$ cat config.mk
export PLATFORM = sky130hd
export DESIGN_NAME = rgmii_rx_frame_decoder
export DESIGN_NICKNAME = d
export VERILOG_FILES = /design/src/rtl/rgmii_rx_frame_decoder.sv
export SDC_FILE = /design/constraint.sdc
export NUM_CORES = 1
export LEC_CHECK = 0
export ABC_AREA = 1
export CORE_MARGIN = 2
export CORE_UTILIZATION = 60
export CTS_BUF_LIST = sky130_fd_sc_hd__clkbuf_2
export DETAILED_ROUTE_END_ITERATION = 8
export DONT_BUFFER_PORTS = 1
export GPL_ROUTABILITY_DRIVEN = 0
export HOLD_SLACK_MARGIN = 0.05
export PLACE_DENSITY = 0.88
export SYNTH_ARGS = -nofsm -noshare
export SYNTH_HDL_FRONTEND = slang
export SYNTH_SLANG_ARGS = --single-unit
$ cat constraint.sdc
create_clock -name clock -period 1.9 [get_ports clock]
set_input_delay 0.095 -clock clock [delete_from_list [all_inputs] [get_ports clock]]
set_output_delay 0.095 -clock clock [all_outputs]
set_load 0.005 [all_outputs]
$ cat src/rtl/rgmii_rx_frame_decoder.sv
// RGMII receive frame decoder.
// Rebuilds bytes from the captured DDR nibble pairs and strips preamble/SFD.
// Emits a valid/last/error byte stream with a fixed three-cycle input-to-output
// latency. In-band link status is decoded from idle gaps. Saturating good/bad
// frame counters are kept for the switch port logic.
`timescale 1ns/1ps

module rgmii_rx_frame_decoder #(
    parameter bit SWAP_ENABLE   = 1'b0,
    parameter int COUNTER_WIDTH = 16
) (
    input  logic                     clock,
    input  logic                     reset,
    input  logic [7:0]               ddr_data_input,
    input  logic [1:0]               ddr_control_input,
    output logic [7:0]               master_data,
    output logic                     master_valid,
    output logic                     master_last,
    output logic                     master_error,
    output logic                     link_up,
    output logic [1:0]               link_speed,
    output logic                     link_full_duplex,
    output logic [COUNTER_WIDTH-1:0] frame_count,
    output logic [COUNTER_WIDTH-1:0] error_count
);

    localparam logic [7:0] PREAMBLE_BYTE = 8'h55;
    localparam logic [7:0] SFD_BYTE      = 8'hD5;

    localparam logic [COUNTER_WIDTH-1:0] CNT_MAX  = {COUNTER_WIDTH{1'b1}};
    localparam logic [COUNTER_WIDTH-1:0] CNT_ONE  = {{(COUNTER_WIDTH-1){1'b0}}, 1'b1};
    localparam logic [COUNTER_WIDTH-1:0] CNT_ZERO = {COUNTER_WIDTH{1'b0}};

    typedef enum logic [1:0] {
        ST_IDLE     = 2'd0,
        ST_PREAMBLE = 2'd1,
        ST_DATA     = 2'd2,
        ST_DROP     = 2'd3
    } state_t;

    // Saturating increment: the counter sticks at all-ones instead of wrapping.
    function automatic logic [COUNTER_WIDTH-1:0] sat_inc(
        input logic [COUNTER_WIDTH-1:0] value,
        input logic                     enable
    );
        logic [COUNTER_WIDTH-1:0] result;
        if (enable && (value != CNT_MAX)) begin
            result = value + CNT_ONE;
        end else begin
            result = value;
        end
        return result;
    endfunction

    // ---------------------------------------------------------------------
    // Stage 0: capture of the DDR pair
    // ---------------------------------------------------------------------
    logic [7:0] byte_d, byte_q;
    logic       dv_d, dv_q;
    logic       er_d, er_q;

    // Map the nibble pair onto a byte (falling nibble is the high half) and decode DV/ER.
    always_comb begin
        if (SWAP_ENABLE) begin
            byte_d = {ddr_data_input[3:0], ddr_data_input[7:4]};
        end else begin
            byte_d = ddr_data_input;
        end
        dv_d = ddr_control_input[0];
        er_d = ddr_control_input[0] ^ ddr_control_input[1];
    end

    // Stage-0 register: every later decision works from these registered values.
    always_ff @(posedge clock) begin
        if (reset) begin
            byte_q <= 8'h00;
            dv_q   <= 1'b0;
            er_q   <= 1'b0;
        end else begin
            byte_q <= byte_d;
            dv_q   <= dv_d;
            er_q   <= er_d;
        end
    end

    // ---------------------------------------------------------------------
    // Frame FSM and one-byte hold register
    // ---------------------------------------------------------------------
    state_t     state_d, state_q;
    logic [7:0] hold_d, hold_q;
    logic       hold_valid_d, hold_valid_q;
    logic       frame_error_d, frame_error_q;
    logic [7:0] out_data_d, out_data_q;
    logic       out_valid_d, out_valid_q;
    logic       out_last_d, out_last_q;
    logic       out_error_d, out_error_q;
    logic       frame_good_s;
    logic       frame_bad_s;

    // The hold register delays each payload byte by one beat. This lets the
    // beat that carries the final byte also be flagged as last when DV drops.
    always_comb begin
        state_d       = state_q;
        hold_d        = hold_q;
        hold_valid_d  = hold_valid_q;
        frame_error_d = frame_error_q;
        out_data_d    = out_data_q;
        out_valid_d   = 1'b0;
        out_last_d    = 1'b0;
        out_error_d   = 1'b0;
        frame_good_s  = 1'b0;
        frame_bad_s   = 1'b0;

        case (state_q)
            ST_IDLE: begin
                hold_valid_d  = 1'b0;
                frame_error_d = 1'b0;
                if (dv_q) begin
                    if (byte_q == PREAMBLE_BYTE) begin
                        state_d = ST_PREAMBLE;
                    end else if (byte_q == SFD_BYTE) begin
                        state_d = ST_DATA;
                    end else begin
                        state_d = ST_DROP;
                    end
                end else begin
                    state_d = ST_IDLE;
                end
            end

            ST_PREAMBLE: begin
                if (dv_q) begin
                    if (byte_q == PREAMBLE_BYTE) begin
                        state_d = ST_PREAMBLE;
                    end else if (byte_q == SFD_BYTE) begin
                        state_d = ST_DATA;
                    end else begin
                        state_d = ST_DROP;
                    end
                end else begin
                    // Carrier ended before the SFD: an aborted frame.
                    state_d       = ST_IDLE;
                    frame_bad_s   = 1'b1;
                    hold_valid_d  = 1'b0;
                    frame_error_d = 1'b0;
                end
            end

            ST_DATA: begin
                if (dv_q) begin
                    if (hold_valid_q) begin
                        out_valid_d = 1'b1;
                        out_data_d  = hold_q;
                    end else begin
                        out_valid_d = 1'b0;
                    end
                    hold_d       = byte_q;
                    hold_valid_d = 1'b1;
                    if (er_q) begin
                        frame_error_d = 1'b1;
                    end else begin
                        frame_error_d = frame_error_q;
                    end
                end else begin
                    if (hold_valid_q) begin
                        out_valid_d = 1'b1;
                        out_last_d  = 1'b1;
                        out_error_d = frame_error_q;
                        out_data_d  = hold_q;
                        if (frame_error_q) begin
                            frame_bad_s = 1'b1;
                        end else begin
                            frame_good_s = 1'b1;
                        end
                    end else begin
                        // SFD followed directly by end of carrier: empty frame.
                        frame_bad_s = 1'b1;
                    end
                    state_d       = ST_IDLE;
                    hold_valid_d  = 1'b0;
                    frame_error_d = 1'b0;
                end
            end

            ST_DROP: begin
                if (dv_q) begin
                    state_d = ST_DROP;
                end else begin
                    state_d       = ST_IDLE;
                    frame_bad_s   = 1'b1;
                    hold_valid_d  = 1'b0;
                    frame_error_d = 1'b0;
                end
            end

            default: begin
                state_d       = ST_IDLE;
                hold_valid_d  = 1'b0;
                frame_error_d = 1'b0;
            end
        endcase
    end

    // ---------------------------------------------------------------------
    // In-band link status and counters
    // ---------------------------------------------------------------------
    logic       status_update_s;
    logic       link_up_d, link_up_q;
    logic [1:0] link_speed_d, link_speed_q;
    logic       link_fd_d, link_fd_q;
    logic [COUNTER_WIDTH-1:0] frame_count_d, frame_count_q;
    logic [COUNTER_WIDTH-1:0] error_count_d, error_count_q;

    // Status is taken only from clean idle symbols whose two nibbles agree.
    // False carrier / carrier extend (DV low, ER high) leaves it untouched.
    always_comb begin
        status_update_s = (!dv_q) && (!er_q) && (byte_q[3:0] == byte_q[7:4]);
        if (status_update_s) begin
            link_up_d    = byte_q[0];
            link_speed_d = byte_q[2:1];
            link_fd_d    = byte_q[3];
        end else begin
            link_up_d    = link_up_q;
            link_speed_d = link_speed_q;
            link_fd_d    = link_fd_q;
        end
        frame_count_d = sat_inc(frame_count_q, frame_good_s);
        error_count_d = sat_inc(error_count_q, frame_bad_s);
    end

    // State, datapath, status and counter registers; reset drops any partial frame silently.
    always_ff @(posedge clock) begin
        if (reset) begin
            state_q       <= ST_IDLE;
            hold_q        <= 8'h00;
            hold_valid_q  <= 1'b0;
            frame_error_q <= 1'b0;
            out_data_q    <= 8'h00;
            out_valid_q   <= 1'b0;
            out_last_q    <= 1'b0;
            out_error_q   <= 1'b0;
            link_up_q     <= 1'b0;
            link_speed_q  <= 2'b00;
            link_fd_q     <= 1'b0;
            frame_count_q <= CNT_ZERO;
            error_count_q <= CNT_ZERO;
        end else begin
            state_q       <= state_d;
            hold_q        <= hold_d;
            hold_valid_q  <= hold_valid_d;
            frame_error_q <= frame_error_d;
            out_data_q    <= out_data_d;
            out_valid_q   <= out_valid_d;
            out_last_q    <= out_last_d;
            out_error_q   <= out_error_d;
            link_up_q     <= link_up_d;
            link_speed_q  <= link_speed_d;
            link_fd_q     <= link_fd_d;
            frame_count_q <= frame_count_d;
            error_count_q <= error_count_d;
        end
    end

    assign master_data      = out_data_q;
    assign master_valid     = out_valid_q;
    assign master_last      = out_last_q;
    assign master_error     = out_error_q;
    assign link_up          = link_up_q;
    assign link_speed       = link_speed_q;
    assign link_full_duplex = link_fd_q;
    assign frame_count      = frame_count_q;
    assign error_count      = error_count_q;

endmodule

==> run_results.csv <==
group,metric,value,unit
run_status,status,"finished clean",
critical_path,critPathMaxStageDelay,0.45,ns
critical_path,rr_startpoint,"error_count[0]",
finish,fill_cells,445,
timing,hold_ws,0.257,ns
critical_path,reg2regPathDepth,8,
cts,cts_setup_buffers,0,
synthesis,synth_top_area_share,41.9,%
die,start_util,63.3,%
global_routing,grt_use_total,24.7,%
critical_path,crit_family,"flip-flops",
detailed_routing,dr.pass1.iters,4,
timing,hold_viol,0,
cts,h-tree-depth,3,
detailed_routing,remaining_drc_errors,0,
finish,seq_area,1380,µm²
critical_path,arrival,2.04,ns
critical_path,crit_type,"register to register",
critical_path,endpoint,"error_count[10]",
pwr,peakVddDrop,594,µV
synthesis,synth_nets,497,
cts,clkLatencyLatePin,0.47,ns
synthesis,yosys.area.top_type,"dfxtp_1",
finish,num_antenna_cells,0,
detailed_routing,routedWlPerCell,12.3,µm
timing,tightest_slew,0.397,ns
cts,numCtsBuffers,9,
synthesis,ys_seq_elements,69,
synthesis,synth-seq-area-share,41.9,%
synthesis,synth_cell_type_count,27,
detailed_routing,finalWirelength,6990,µm
finish,nets,512,
synthesis,synth_warnings,0,
pwr,power.leakage,1.34,nW
cts,root_buffer,"clkbuf_2",
finish,multi_input_area,1620,µm²
worst_hold_path,hp-class,"input port to register",
finish,instances_no_fill,570,
die,ios,59,
critical_path,cp_common_cell,"nand2_1",
global_routing,grt_max_degree,56,
critical_path,cp_num_buf_inv,2,
die,row_count,26,
timing,post-route-period-util,86.4,%
placement,dpl.hpwl,4770,µm
pwr,power_density,635,nW/µm²
critical_path,reg2reg_slack,0.26,ns
critical_path,worstSetupEndpointType,"register",
synthesis,yosys-top-cells-area,"dfxtp_1 (42%), nand2_1 (16%), nor2_1 (8.0%)",
timing,final-setup-viol-count,0,
timing,slew_viol_final,0,
detailed_routing,vias,3036,
timing,fin_crit,1.64,ns
finish,syn_to_final_growth,7.45,%
detailed_routing,viasPerCell,5.33,
finish,fin_util,68.0,%
timing,rsz0062_at_grt,"no",
cts,clock_path_buffers,2,
finish,drive_gt1_share,8.40,%
cts,cts_hold_repair.buffers,12,
synthesis,syn_avg_cell_area,6.82,µm²
die,die-area,6100,µm²
global_routing,overflow,0,
critical_path,crit_required,2.30,ns
global_routing,grt_pass1_wl,12200,µm
critical_path,r2r_end,"error_count[10]",
cts,clk_pin_slew,0.17,ns
cts,cts_tree,"yes",
critical_path,cp.depth,8,
die,coreArea,5200,µm²
synthesis,synth_cells,483,
global_routing,grt_pass1_vias,2833,
cts,cts.sinks,69,
placement,port_buffers,0,
critical_path,startpoint,"error_count[0]",
global_routing,antenna_found_initial,0,
detailed_routing,drt_iter0_drc,168,
critical_path,slowest_stage,"dfxtp_1",
critical_path,crit_fanout,13,
critical_path,startpoint_type,"register",
detailed_routing,drtAntennaViolNets,0,
timing,finalSetupTns,0,ns
placement,place_inst,545,
timing,fin_skew,0.0124,ns
cts,cts_resized,0,
run,cap_violations,0,
synthesis,synth_area,3290,µm²
die,die_y,78.1,µm
timing,fmax,0.609,GHz
die,chipWidth,78.1,µm
critical_path,crit_path_cell_trace,"ha_1, inv_1, nor2_2, nand2_1, o21ai_2, buf_4, nand2_1, a21oi_1",
timing,max_slew_margin,73.5,%
==> report_power, final <==
| group | switching [W] | internal [W] | total [W] |
|---|---|---|---|
| Sequential | 0.0000225 | 0.00147 | 0.00149 |
| Combinational | 0.0000847 | 0.0000540 | 0.000139 |
| Clock | 0.000473 | 0.000141 | 0.000614 |
| Total | 0.000580 | 0.00167 | 0.00225 |
==> per-layer routing <==
layer  up-vias  GRT usage, %  wire length (µm)
met5         -             0                 0
met4         0          10.2               159
met3        18          7.93               432
met2       101          42.2              3430
met1      1365          28.7              2960
li1       1552             -                 -
==> layout make-up <==
type                            instances  share of cell area [%]
Sequential cell                        69                    39.0
Inverter                               52                    5.52
Multi-Input combinational cell        346                    45.8
Timing Repair Buffer                   20                    5.37
Clock inverter                          4                   0.530
Tap cell                               70                    2.48
Clock buffer                            9                    1.27
==> how the worst min path moves through the flow <==
stage,startpoint,to,slack (ns),cells after the start
after floorplan,ddr_data_input[0],byte_q[0],0.20,2
after global placement,reset,error_count[7],0.16,1
after detailed placement,reset,error_count[7],0.16,1
after CTS,ddr_data_input[5],byte_q[5],0.21,3
after global routing,ddr_data_input[6],byte_q[6],0.22,3
final,ddr_data_input[2],byte_q[2],0.26,3
==> cell usage after synthesis, drive strengths merged <==
cell    number
o22ai        1
nor4         2
ha           2
nand4       10
nand3       38
inv         52
xor2         8
nand2      142
a21oi       44
nand3b       2
a31oi        2
xnor2        6
or2          1
dfxtp       69
clkbuf      10
o21ai        7
buf          6
nor2        78
nor3         3
==> flip-flops by register name, indices dropped and copies added, names as in the netlist <==
name              count
master_valid          1
error_count          16
er_q                  1
byte_q                8
frame_error_q         1
link_up               1
link_full_duplex      1
dv_q                  1
state_q               2
master_error          1
master_last           1
hold_q                8
master_data           8
frame_count          16
link_speed            2
hold_valid_q          1
==> placed cells by master, fill, tap and decap left out <==
master,n
xnor2_1,6
a31oi_1,2
ha_1,2
inv_1,50
nand2_1,137
nand3b_1,2
nor2_1,70
dfxtp_1,69
a21oi_2,3
dlygate4sd3_1,11
nor2_4,4
clkinv_1,1
buf_4,8
nand4_1,10
nor2_2,4
clkbuf_2,9
buf_12,1
nor3_1,3
nand3_1,38
o21ai_0,5
nor4_1,2
o22ai_1,1
clkinv_2,3
a21oi_1,41
o21ai_2,2
inv_2,2
xor2_1,8
nand2_2,5
or2_2,1
==> worst min-delay path, cell delays in order <==
cell,delay (ns)
dlygate4sd3_1,0.53
inv_1,0.05
nor2_1,0.03
==> stage by stage <==
step | instance area (µm²) | power, W | worst slack, ns
floorplan | 3290 | 0.00162 | 0.369
global placement | 3340 | 0.00162 | 0.380
detailed placement | 3340 | 0.00162 | 0.321
CTS | 3540 | 0.00227 | 0.276
global route | 3540 | 0.00235 | 0.0458
finish | 3540 | 0.00225 | 0.258
==> logic make-up (layout without fill, tap and decap cells) <==
group	Yosys count	after routing	synth area share, %
and+or+nand+nor	276	276	35.8
DFF	69	69	41.9
buffers and inverters	68	85	8.85
AOI/OAI and AO/OA	54	54	8.89
xor gates and xnor gates	14	14	3.72
adders and majority gates	2	2	0.760
Power figures use the tool's default switching activity.
